===== src/rtl/morse_pkg.sv =====
// ----------------------------------------------------------------------------
// morse_pkg
//
// Shared definitions for the Morse transmitter/decoder pair:
//   - decoder FSM state encoding
//   - 3-bit letter codes A..H (same encoding as the transmitter's SW input)
//   - per-letter symbol count and symbol pattern tables
//   - a lookup helper that maps (symbol count, pattern) to a letter code
//
// Symbol patterns are stored in arrival order starting at bit 0:
// bit i holds the i-th symbol of the letter (0 = dot, 1 = dash). Bits at
// and above the symbol count are always 0.
// ----------------------------------------------------------------------------
package morse_pkg;

    typedef enum logic [1:0] {
        ST_IDLE  = 2'd0,
        ST_MARK  = 2'd1,
        ST_SPACE = 2'd2
    } state_t;

    localparam int MAX_SYMBOLS = 4;
    localparam int NUM_LETTERS = 8;

    // Symbol count register width is 3 bits so it can hold MAX_SYMBOLS.
    localparam logic [2:0] MAX_SYM_CNT = 3'(MAX_SYMBOLS);

    localparam logic DOT  = 1'b0;
    localparam logic DASH = 1'b1;

    localparam logic [2:0] LTR_A = 3'd0;
    localparam logic [2:0] LTR_B = 3'd1;
    localparam logic [2:0] LTR_C = 3'd2;
    localparam logic [2:0] LTR_D = 3'd3;
    localparam logic [2:0] LTR_E = 3'd4;
    localparam logic [2:0] LTR_F = 3'd5;
    localparam logic [2:0] LTR_G = 3'd6;
    localparam logic [2:0] LTR_H = 3'd7;

    localparam logic [2:0] LETTER_CODE [NUM_LETTERS] = '{
        LTR_A, LTR_B, LTR_C, LTR_D, LTR_E, LTR_F, LTR_G, LTR_H
    };

    // A .-   B -...   C -.-.   D -..   E .   F ..-.   G --.   H ....
    localparam logic [2:0] SYM_LEN [NUM_LETTERS] = '{
        3'd2, 3'd4, 3'd4, 3'd3, 3'd1, 3'd4, 3'd3, 3'd4
    };

    localparam logic [3:0] SYM_PAT [NUM_LETTERS] = '{
        4'b0010,    // A: dot, dash
        4'b0001,    // B: dash, dot, dot, dot
        4'b0101,    // C: dash, dot, dash, dot
        4'b0001,    // D: dash, dot, dot
        4'b0000,    // E: dot
        4'b0100,    // F: dot, dot, dash, dot
        4'b0011,    // G: dash, dash, dot
        4'b0000     // H: dot, dot, dot, dot
    };

    typedef struct packed {
        logic       hit;
        logic [2:0] code;
    } lookup_t;

    // Count and pattern together are unique per letter (B and D share a
    // pattern prefix but differ in length), so at most one entry hits.
    function automatic lookup_t lookup_letter(input logic [2:0] cnt,
                                              input logic [3:0] pat);
        lookup_t res;
        res = '0;
        for (int i = 0; i < NUM_LETTERS; i++) begin
            if ((cnt == SYM_LEN[i]) && (pat == SYM_PAT[i])) begin
                res.hit  = 1'b1;
                res.code = LETTER_CODE[i];
            end
        end
        return res;
    endfunction

endpackage


===== src/rtl/morse_decoder_unit_timer.sv =====
// ----------------------------------------------------------------------------
// morse_unit_timer
//
// Measures the length of the current mark or space in Morse units.
// An edge restarts the measurement. The first sample lands HALF_COUNT
// cycles after the edge (mid-unit) and later samples follow every
// TICK_COUNT cycles, so a run of N units reads N with half a unit of
// tolerance either way. run_units saturates at 7.
//
// Ports:
//   clk        in   system clock
//   rst_n      in   asynchronous active-low reset
//   edge_seen  in   rise or fall of the synchronized line this cycle
//   run_units  out  units elapsed since the last edge (0..7, saturating)
// ----------------------------------------------------------------------------
module morse_unit_timer #(
    parameter int TICK_COUNT = 25000000,
    parameter int HALF_COUNT = TICK_COUNT / 2
) (
    input  logic       clk,
    input  logic       rst_n,
    input  logic       edge_seen,
    output logic [2:0] run_units
);

    localparam int TW = $clog2(TICK_COUNT + 1);
    localparam logic [TW-1:0] HALF_LAST = TW'(HALF_COUNT - 1);
    localparam logic [TW-1:0] TICK_LAST = TW'(TICK_COUNT - 1);

    logic [TW-1:0] timer;
    logic          first_done;
    logic          tick;

    // Before the first sample the period is half a unit, afterwards a
    // full unit.
    assign tick = first_done ? (timer == TICK_LAST) : (timer == HALF_LAST);

    always_ff @(posedge clk or negedge rst_n) begin
        if (!rst_n) begin
            timer      <= '0;
            first_done <= 1'b0;
            run_units  <= 3'd0;
        end else if (edge_seen) begin
            // An edge wins over a coincident tick: that sample is dropped.
            timer      <= '0;
            first_done <= 1'b0;
            run_units  <= 3'd0;
        end else if (tick) begin
            timer      <= '0;
            first_done <= 1'b1;
            if (run_units != 3'd7) begin
                run_units <= run_units + 3'd1;
            end
        end else begin
            timer <= timer + TW'(1);
        end
    end

endmodule


===== src/rtl/morse_decoder.sv =====
// ----------------------------------------------------------------------------
// morse_decoder
//
// Receives the serial Morse LED line from the lab5 transmitter, measures
// mark/space lengths in units, classifies dots (1 unit) and dashes
// (3 units), collects up to four symbols per letter and, once a letter
// gap (3 units low) is seen, decodes the letter A..H.
//
// Ports:
//   CLOCK_50      in   system clock
//   resetn        in   asynchronous active-low reset
//   morse_in      in   serial Morse line, 1 = lit, asynchronous
//   letter        out  last decoded letter code (A=0 .. H=7), held
//   letter_valid  out  one-cycle pulse, letter is valid in that cycle
//   letter_err    out  one-cycle pulse, malformed or unmatched letter
//   busy          out  high while a letter is being received
//   fsm_state     out  current decoder state (debug visibility)
//
// Strobe semantics: letter_valid and letter_err are single-cycle pulses,
// mutually exclusive, with no back-pressure; the consumer must capture
// letter in the cycle letter_valid is high. letter keeps its value
// between strobes and is unchanged by an error.
// ----------------------------------------------------------------------------
import morse_pkg::*;

module morse_decoder #(
    parameter int TICK_COUNT = 25000000,
    parameter int HALF_COUNT = TICK_COUNT / 2
) (
    input  logic       CLOCK_50,
    input  logic       resetn,
    input  logic       morse_in,
    output logic [2:0] letter,
    output logic       letter_valid,
    output logic       letter_err,
    output logic       busy,
    output state_t     fsm_state
);

    // ------------------------------------------------------------------
    // Input path: two-flop synchronizer plus a delayed copy for edges.
    // ------------------------------------------------------------------
    logic sync_a;
    logic sync_b;
    logic line_prev;
    logic rise;
    logic fall;

    always_ff @(posedge CLOCK_50 or negedge resetn) begin
        if (!resetn) begin
            sync_a    <= 1'b0;
            sync_b    <= 1'b0;
            line_prev <= 1'b0;
        end else begin
            sync_a    <= morse_in;
            sync_b    <= sync_a;
            line_prev <= sync_b;
        end
    end

    assign rise = sync_b & ~line_prev;
    assign fall = ~sync_b & line_prev;

    // ------------------------------------------------------------------
    // Run-length measurement
    // ------------------------------------------------------------------
    logic [2:0] run_units;

    morse_unit_timer #(
        .TICK_COUNT (TICK_COUNT),
        .HALF_COUNT (HALF_COUNT)
    ) u_timer (
        .clk       (CLOCK_50),
        .rst_n     (resetn),
        .edge_seen (rise | fall),
        .run_units (run_units)
    );

    // ------------------------------------------------------------------
    // Letter assembly FSM
    // ------------------------------------------------------------------
    state_t     state;
    logic [3:0] sym_reg;
    logic [2:0] sym_cnt;
    logic       err_flag;
    lookup_t    lookup;

    assign lookup    = lookup_letter(sym_cnt, sym_reg);
    assign fsm_state = state;

    always_ff @(posedge CLOCK_50 or negedge resetn) begin
        if (!resetn) begin
            state        <= ST_IDLE;
            sym_reg      <= 4'd0;
            sym_cnt      <= 3'd0;
            err_flag     <= 1'b0;
            letter       <= 3'd0;
            letter_valid <= 1'b0;
            letter_err   <= 1'b0;
            busy         <= 1'b0;
        end else begin
            letter_valid <= 1'b0;
            letter_err   <= 1'b0;

            case (state)
                ST_IDLE: begin
                    // A stray fall here (e.g. line high out of reset) is
                    // simply ignored.
                    if (rise) begin
                        state    <= ST_MARK;
                        busy     <= 1'b1;
                        sym_reg  <= 4'd0;
                        sym_cnt  <= 3'd0;
                        err_flag <= 1'b0;
                    end
                end

                ST_MARK: begin
                    // A mark that never ends just sits here with
                    // run_units saturated; its eventual fall is an error.
                    if (fall) begin
                        state <= ST_SPACE;
                        if (sym_cnt == MAX_SYM_CNT) begin
                            err_flag <= 1'b1;
                        end else if (run_units == 3'd1) begin
                            sym_reg[sym_cnt[1:0]] <= DOT;
                            sym_cnt               <= sym_cnt + 3'd1;
                        end else if (run_units == 3'd3) begin
                            sym_reg[sym_cnt[1:0]] <= DASH;
                            sym_cnt               <= sym_cnt + 3'd1;
                        end else begin
                            err_flag <= 1'b1;
                        end
                    end
                end

                ST_SPACE: begin
                    if (run_units >= 3'd3) begin
                        // Letter gap: decode what was collected.
                        state <= ST_IDLE;
                        busy  <= 1'b0;
                        if (!err_flag && lookup.hit) begin
                            letter       <= lookup.code;
                            letter_valid <= 1'b1;
                        end else begin
                            letter_err   <= 1'b1;
                        end
                    end else if (rise) begin
                        // Only a one-unit gap separates symbols; 0 or 2
                        // units means the timing is off.
                        state <= ST_MARK;
                        if (run_units != 3'd1) begin
                            err_flag <= 1'b1;
                        end
                    end
                end

                default: begin
                    state <= ST_IDLE;
                    busy  <= 1'b0;
                end
            endcase
        end
    end

endmodule

===== config.mk =====
export PLATFORM = sky130hd
export DESIGN_NAME = morse_decoder
export DESIGN_NICKNAME = d
export VERILOG_FILES = /design/src/rtl/morse_pkg.sv /design/src/rtl/morse_decoder_unit_timer.sv /design/src/rtl/morse_decoder.sv
export SDC_FILE = /design/constraint.sdc
export NUM_CORES = 1
export LEC_CHECK = 0
export CAP_MARGIN = 5
export CORE_MARGIN = 2
export CORE_UTILIZATION = 60
export DETAILED_ROUTE_END_ITERATION = 8
export PLACE_DENSITY = 0.79
export SLEW_MARGIN = 25
export SYNTH_ARGS = -nofsm -noshare
export SYNTH_HDL_FRONTEND = slang
export SYNTH_SLANG_ARGS = --single-unit

===== constraint.sdc =====
create_clock -name CLOCK_50 -period 2.2 [get_ports CLOCK_50]
set_input_delay 0.44 -clock CLOCK_50 [delete_from_list [all_inputs] [get_ports CLOCK_50]]
set_output_delay 0.44 -clock CLOCK_50 [all_outputs]
set_load 0.05 [all_outputs]

==> results of run 1 <==
logic make-up (layout without fill, tap and decap cells):
group,Yosys count,in the layout,share of synthesized area (%)
multiplexers,6,6,2.447
XOR/XNOR,24,24,8.061
adder cells (fa/ha/maj),17,17,8.157
AND/OR/NAND/NOR,105,105,21.07
AO/OA/AOI/OAI,38,38,10.60
flip-flops,48,48,46.07
buffers and inverters,24,50,3.598
synthesized netlist by cell type:
master,instances
a2111oi_4,1
a211o_1,2
a211oi_1,2
a21o_1,1
a21oi_1,5
a311oi_1,1
a31oi_1,2
a32o_1,1
and2_1,3
and3_1,2
buf_2,3
clkbuf_1,2
dfrtp_1,48
ha_1,17
inv_1,18
inv_2,1
mux2_1,2
mux2_2,1
mux2i_1,3
nand2_1,14
nand2b_1,2
nand3_1,9
nand4_1,8
nand4bb_1,4
nor2_1,39
nor2b_1,3
nor3_1,6
nor4_1,5
nor4_2,3
o211a_1,2
o211ai_1,2
o21a_1,2
o21ai_0,3
o21ai_1,4
o22ai_1,7
o31ai_1,2
o41ai_1,1
or2_1,1
or3_1,2
or4_1,4
xnor2_1,17
xor2_1,7
layer usage:
| metal | global-route usage, % | vias to the layer above | routed length, um |
|---|---|---|---|
| li1 | - | 972 | - |
| met1 | 30.56 | 974 | 2413 |
| met2 | 34.39 | 50 | 2331 |
| met3 | 4.618 | 10 | 187 |
| met4 | 6.410 | 0 | 87 |
| met5 | 0 | - | 0 |
worst max path at each step:
stage,slack (ns),cells after the start,start,endpoint
2_1_floorplan,0.02,8,fsm_state[1],sym_reg[3]
4_1_cts,0.008,7,u_timer.run_units[0],err_flag
6_report,0.11,5,u_timer.timer[7],u_timer.run_units[0]
3_3_place_gp,0.21,5,u_timer.timer[7],u_timer.run_units[0]
3_5_place_dp,0.03,7,u_timer.run_units[0],err_flag
5_1_grt,-0.006,7,u_timer.run_units[0],err_flag
power by group:
group / switching, mW / internal, mW / leakage [nW]
logic: 0.453 / 0.303 / 0.581
registers: 0.0946 / 0.964 / 0.654
clock network: 0.282 / 0.337 / 0.0552
total: 0.829 / 1.60 / 1.29
placed cells by master (no fill, tap or decap), types with 5 or more instances in the layout:
cell type / count
nor3_1: 6
ha_1: 17
nor2_1: 39
xnor2_1: 17
nand3_1: 9
clkdlybuf4s50_1: 9
o22ai_1: 7
dfrtp_1: 48
nor4_1: 5
inv_1: 18
a21oi_1: 5
clkbuf_8: 5
nand2_1: 14
buf_4: 13
nand4_1: 8
xor2_1: 7
cell type report:
cell class                 count  area, sq um
sequential                    48         1201
fill                         295         1121
inverter                      19        71.32
multi-input combinational    190         1330
clock inverter                 2        35.03
clock buffer                   6        72.57
timing repair buffer          23        192.7
tap                           50        62.56
timing repair:
action / 4_1_cts / 5_1_grt
gates resized for setup: 0 / 3
hold buffers: 0 / 0
endpoints found under the setup margin: 0 / 3
metrics by stage:
| step | cell area, sq um | cells | TNS (ns) | hold slack (ns) | power [mW] |
|---|---|---|---|---|---|
| 2_1_floorplan | 2613 | 262 | 0 | 0.1444 | 1.571 |
| 3_3_place_gp | 2845 | 330 | 0 | 0.3268 | 1.790 |
| 3_5_place_dp | 2845 | 330 | 0 | 0.3264 | 1.813 |
| 4_1_cts | 2953 | 338 | 0 | 0.002306 | 2.438 |
| 5_1_grt | 2965 | 338 | -0.005893 | 0.008326 | 2.574 |
| 6_report | 2965 | 338 | 0 | 0.001755 | 2.432 |
==> results.md, run 1 <==
- Fin Clk Skew: 0.005183 ns
- Worst r2r src: u_timer.timer[7]
- Data required, critical path: 2.39 ns
- Setup slack, reg-to-reg: 0.11 ns
- Drt via density: 5.935
- Routed length per placed instance: 14.85 um
- Routed Antenna Nets: 0
- Worst EP arrival: 2.28 ns
- Ratio of cells with drive above 1 in the final layout: 10.42%
- Register area share after synthesis: 46.07%
- Via count: 2006
- Reg2Reg Capture Point: u_timer.run_units[0]
- Final net count: 307
- Crit Path Class: flop to flop
- Reg clk slew, reported paths: 0.08 ns
- # rows: 23
- Grt ovf: 0
- HPWL Detailed: 3606 um
- Max reg flops: 25
- Setup WS post-layout: 0.1111 ns
- Area growth syn-to-layout: 13.72%
- Slowest-stage cell, CP: or4_1
- Fmax: 478.7 MHz
- CTS buffer count: 5
- Number of synthesized register bits: 48
- Worst hold path class: primary input to async pin
- Iter 0 DRT Violations: 127
- Total track usage: 21.80%
- CTS tree: built
- Yosys cell types: 42
- Core Area: 4086 sq um
- Share of the synthesized area in the top cell type: 46.07%
- ANT cells: 0
- Residual DRC count: 0
- Vias in the first global route: 1898
- Final Hold Fails: 0
- CP Capture Type: flop
- Die extent in x: 69.92 um
- Worst reg-to-reg path cell count: 5
- Number of placed I/O pins: 11
- Dominant cells by area after synthesis: dfrtp_1, ha_1, xnor2_1
- Ys Warns: 0
- Outcome: complete, no violations
- Worst-path cell chain: or4_1, a211o_1, a2111oi_4, xor2_1, and2_1
- Initial core utilization: 63.81%
- Synthesized Nets: 282
- Root buf cell: clkbuf_8
- Max_cap viols: 0
- Synth Area per Inst: 9.952 sq um
- Die Y: 69.92 um
- Final Max Slew Viols: 0
- Largest net degree at the start of global routing: 23
- Setup Buffers After CTS: 0
- DRT Pass-1 Iters: 4
- Setup violations, final: 0
- Placer Congestion: 0.7966
- CTS HTree Levels: 2
- Dpl ws: 0.03097 ns
- Crit path max-delay family: compound AO/OA/AOI/OAI gates
- Synth area leader: dfrtp_1
- Leak: 1.290 nW
- CTS Buffer Depth: 2
- Final Util: 72.57%
- Critical Path Start Type: flop
- Max stage delay on crit path: 0.52 ns
- Netlist Area Pre-Place: 2608 sq um
- Clk Latency, worst-skew pair: 0.30 ns
- Die ar.: 4889 sq um
- Maximum VDD drop: 670.9 uV
- Peak fanout along the critical path: 5
- Total Wirelength: 5019 um
- Port Buffers: 10
- Worst Path Buf+Inv: 0
- Initial antenna violation count: 0
- Worst slew pin tran: 0.5205 ns
- P per Cell Area: 820.3 nW/um^2
- Period Utilization, post-route: 94.95%
- Syn Inst Count: 262
- Rel. slew slack: 65.19%
- Crit path time final: 2.089 ns
- Clock sinks: 48
- First-pass GRT wire length: 8645 um
(Power assumes the default switching activity.)
==> run 2, diff against run 1 <==
- GPL_TIMING_DRIVEN: default -> 0
==> run 2 against run 1 <==
Effect of this change: sequential share of layout area shrank 0.52 points; sequential power hardly changed; first-iteration DRC count shrank 7.9%.
==> results.md, run 2 (synthesized netlist as in run 1, its figures left out) <==
- Vias in the first global route: 1845 (was 1898)
- GR Layer Usage met2: 34.71% (was 34.39%)
- Max_cap viols: 0 (unchanged)
- Peak fanout along the critical path: 4 (was 5)
- Worst hold path class: primary input to async pin (unchanged)
- P per Cell Area: 807.5 nW/um^2 (was 820.3 nW/um^2)
- Die Y: 69.92 um (unchanged)
- GR Util met3: 4.762% (was 4.618%)
- CP Capture Type: flop (unchanged)
- Rel. slew slack: 60.74% (was 65.19%)
- Initial antenna violation count: 0 (unchanged)
- Placer Congestion: 0.8180 (was 0.7966)
- Iter 0 DRT Violations: 117 (was 127)
- Placed cells: 322 (was 330)
- Most common cell after layout, fill and taps aside: dfrtp_1 (unchanged)
- Number of placed I/O pins: 11 (unchanged)
- Maximum VDD drop: 640.5 uV (was 670.9 uV)
- Crit Path Class: flop to flop (unchanged)
- Most frequent cells in the layout: dfrtp_1, nor2_1, inv_1 (unchanged)
- Routed Antenna Nets: 0 (unchanged)
- CTS Buffer Depth: 2 (unchanged)
- Grt ovf: 0 (unchanged)
- Largest net degree at the start of global routing: 49 (was 23)
- RSZ-0062 raised after global routing: true
- Seq pwr share: 43.6% (was 43.5%)
- Root buf cell: clkbuf_8 (unchanged)
- Switching Share: 34.72% (was 34.08%)
- Max reg flops: 25 (unchanged)
- Dpl ws: -0.1815 ns (was 0.03097 ns)
- Routed length per placed instance: 14.89 um (was 14.85 um)
- Outcome: complete, no violations (unchanged)
- # hold bufs at CTS: 0 (unchanged)
- GRT met1 Usage: 28.39% (was 30.56%)
- First-pass GRT wire length: 8259 um (was 8645 um)
- Area growth syn-to-layout: 15.45% (was 13.72%)
- Final Hold Fails: 0 (unchanged)
- CTS HTree Levels: 2 (unchanged)
- ANT cells: 0 (unchanged)
- Setup WS post-layout: 0.07800 ns (was 0.1111 ns)
- Via count: 1984 (was 2006)
- Clk Latency, worst-skew pair: 0.31 ns (was 0.30 ns)
- CTS tree: built (unchanged)
- Setup violations, final: 0 (unchanged)
- DRT Pass-1 Iters: 4 (unchanged)
- Reg clk slew, reported paths: 0.09 ns (was 0.08 ns)
- Total track usage: 21.25% (was 21.80%)
- Port Buffers: 10 (unchanged)
- Cell Count, Final, Fillers Out: 337 (was 338)
- Worst EP arrival: 2.31 ns (was 2.28 ns)
- Critical Path Start Type: flop (unchanged)
- Crit path time final: 2.122 ns (was 2.089 ns)
- HPWL Detailed: 3231 um (was 3606 um)
- Data required, critical path: 2.39 ns (about the same)
- Residual DRC count: 0 (unchanged)
- Clock power share: 25.9% (was 25.5%)
- CTS buffer count: 5 (unchanged)
- Internal Power: 1.587 mW (was 1.603 mW)
- Ratio of cells with drive above 1 in the final layout: 12.54% (was 10.42%)
- Comb power frac: 30.5% (was 31.0%)
- Total Wirelength: 5017 um (was 5019 um)
- Die ar.: 4889 sq um (unchanged)
- Period Utilization, post-route: 96.45% (was 94.95%)
- Sw Pwr: 0.8440 mW (was 0.8290 mW)
- Drt via density: 5.887 (was 5.935)
- Fmax: 471.3 MHz (was 478.7 MHz)
- Leak: 1.291 nW (was 1.290 nW)
- Die extent in x: 69.92 um (unchanged)
- WHS: 0.1261 ns (was 0.001755 ns)
- Most Crowded Layer GR: met2 (unchanged)
- Worst slew pin tran: 0.5889 ns (was 0.5205 ns)
- Fin Clk Skew: 0.01020 ns (was 0.005183 ns)
- Final net count: 306 (was 307)
- Core Area: 4086 sq um (unchanged)
- Final Max Slew Viols: 0 (unchanged)
- Initial core utilization: 63.81% (unchanged)
- # rows: 23 (unchanged)
- Clock sinks: 48 (unchanged)
- Final Util: 73.67% (was 72.57%)
==> run 2: changes by cell type in the layout (fill, tap and decap cells not counted), sizes merged <==
cell,before,now
buf,14,12
clkbuf,6,7
==> run 2: through the flow <==
stage                     area (sq um)  setup TNS (ns)  power, mW
after floorplan                   2613               0      1.571
after global placement            2775          -33.85      1.736
after detailed placement          2773          -3.524      1.747
after CTS                         2899               0      2.381
after global routing              3010        -0.09327      2.580
final                             3010               0      2.431
==> run 2: worst max-delay path: stages (launching register included) <==
cell      delay, ns
dfrtp_2        0.45
ha_1           0.23
ha_1           0.24
a211oi_2       0.29
nand2b_4       0.20
nand2_1        0.08
nor3_2         0.17
mux2_2         0.35
==> run 2: worst paths after layout <==
path / from / to / slack [ns] / cells after the start
max in group asynchronous: resetn / u_timer.run_units[0] / 1.63 / 1
max reg2reg: u_timer.run_units[0] / err_flag / 0.08 / 7
max: u_timer.run_units[0] / err_flag / 0.08 / 7
min in group CLOCK_50: sync_a / sync_b / 0.36 / 0
min: resetn / sym_reg[2] / 0.13 / 1
min reg2reg: sync_a / sync_b / 0.36 / 0
==> run 2: per-layer routing <==
metal	share of wire [%]	up-vias	wire length, um
met5	0	-	0
met4	1.5	0	74
met3	5.1	8	254
li1	-	968	-
met2	49	47	2459
met1	44	961	2228
==> run 2: power by group through the flow <==
stage | combinational (mW) | clock (mW) | sequential, mW
3_5_place_dp | 0.670 | 0 | 1.08
5_1_grt | 0.819 | 0.686 | 1.08
2_1_floorplan | 0.443 | 0 | 1.13
4_1_cts | 0.682 | 0.641 | 1.06
6_report | 0.742 | 0.629 | 1.06
3_3_place_gp | 0.664 | 0 | 1.07
==> run 2: cell type report <==
type	count	area [sq um]
Multi-Input combinational cell	190	1376
Clock buffer	6	72.57
Clock inverter	2	35.03
Inverter	19	71.32
Buffer	4	18.77
Sequential cell	48	1204
Tap cell	50	62.56
Timing Repair Buffer	18	170.2
Fill cell	300	1076
==> run 2: what timing repair did <==
| action | CTS | global route |
|---|---|---|
| endpoints found under the setup margin | 25 | 28 |
| pin swaps | 2 | 7 |
| buffers inserted | 1 | 7 |
| cloned | 0 | 0 |
| resized for setup | 3 | 10 |
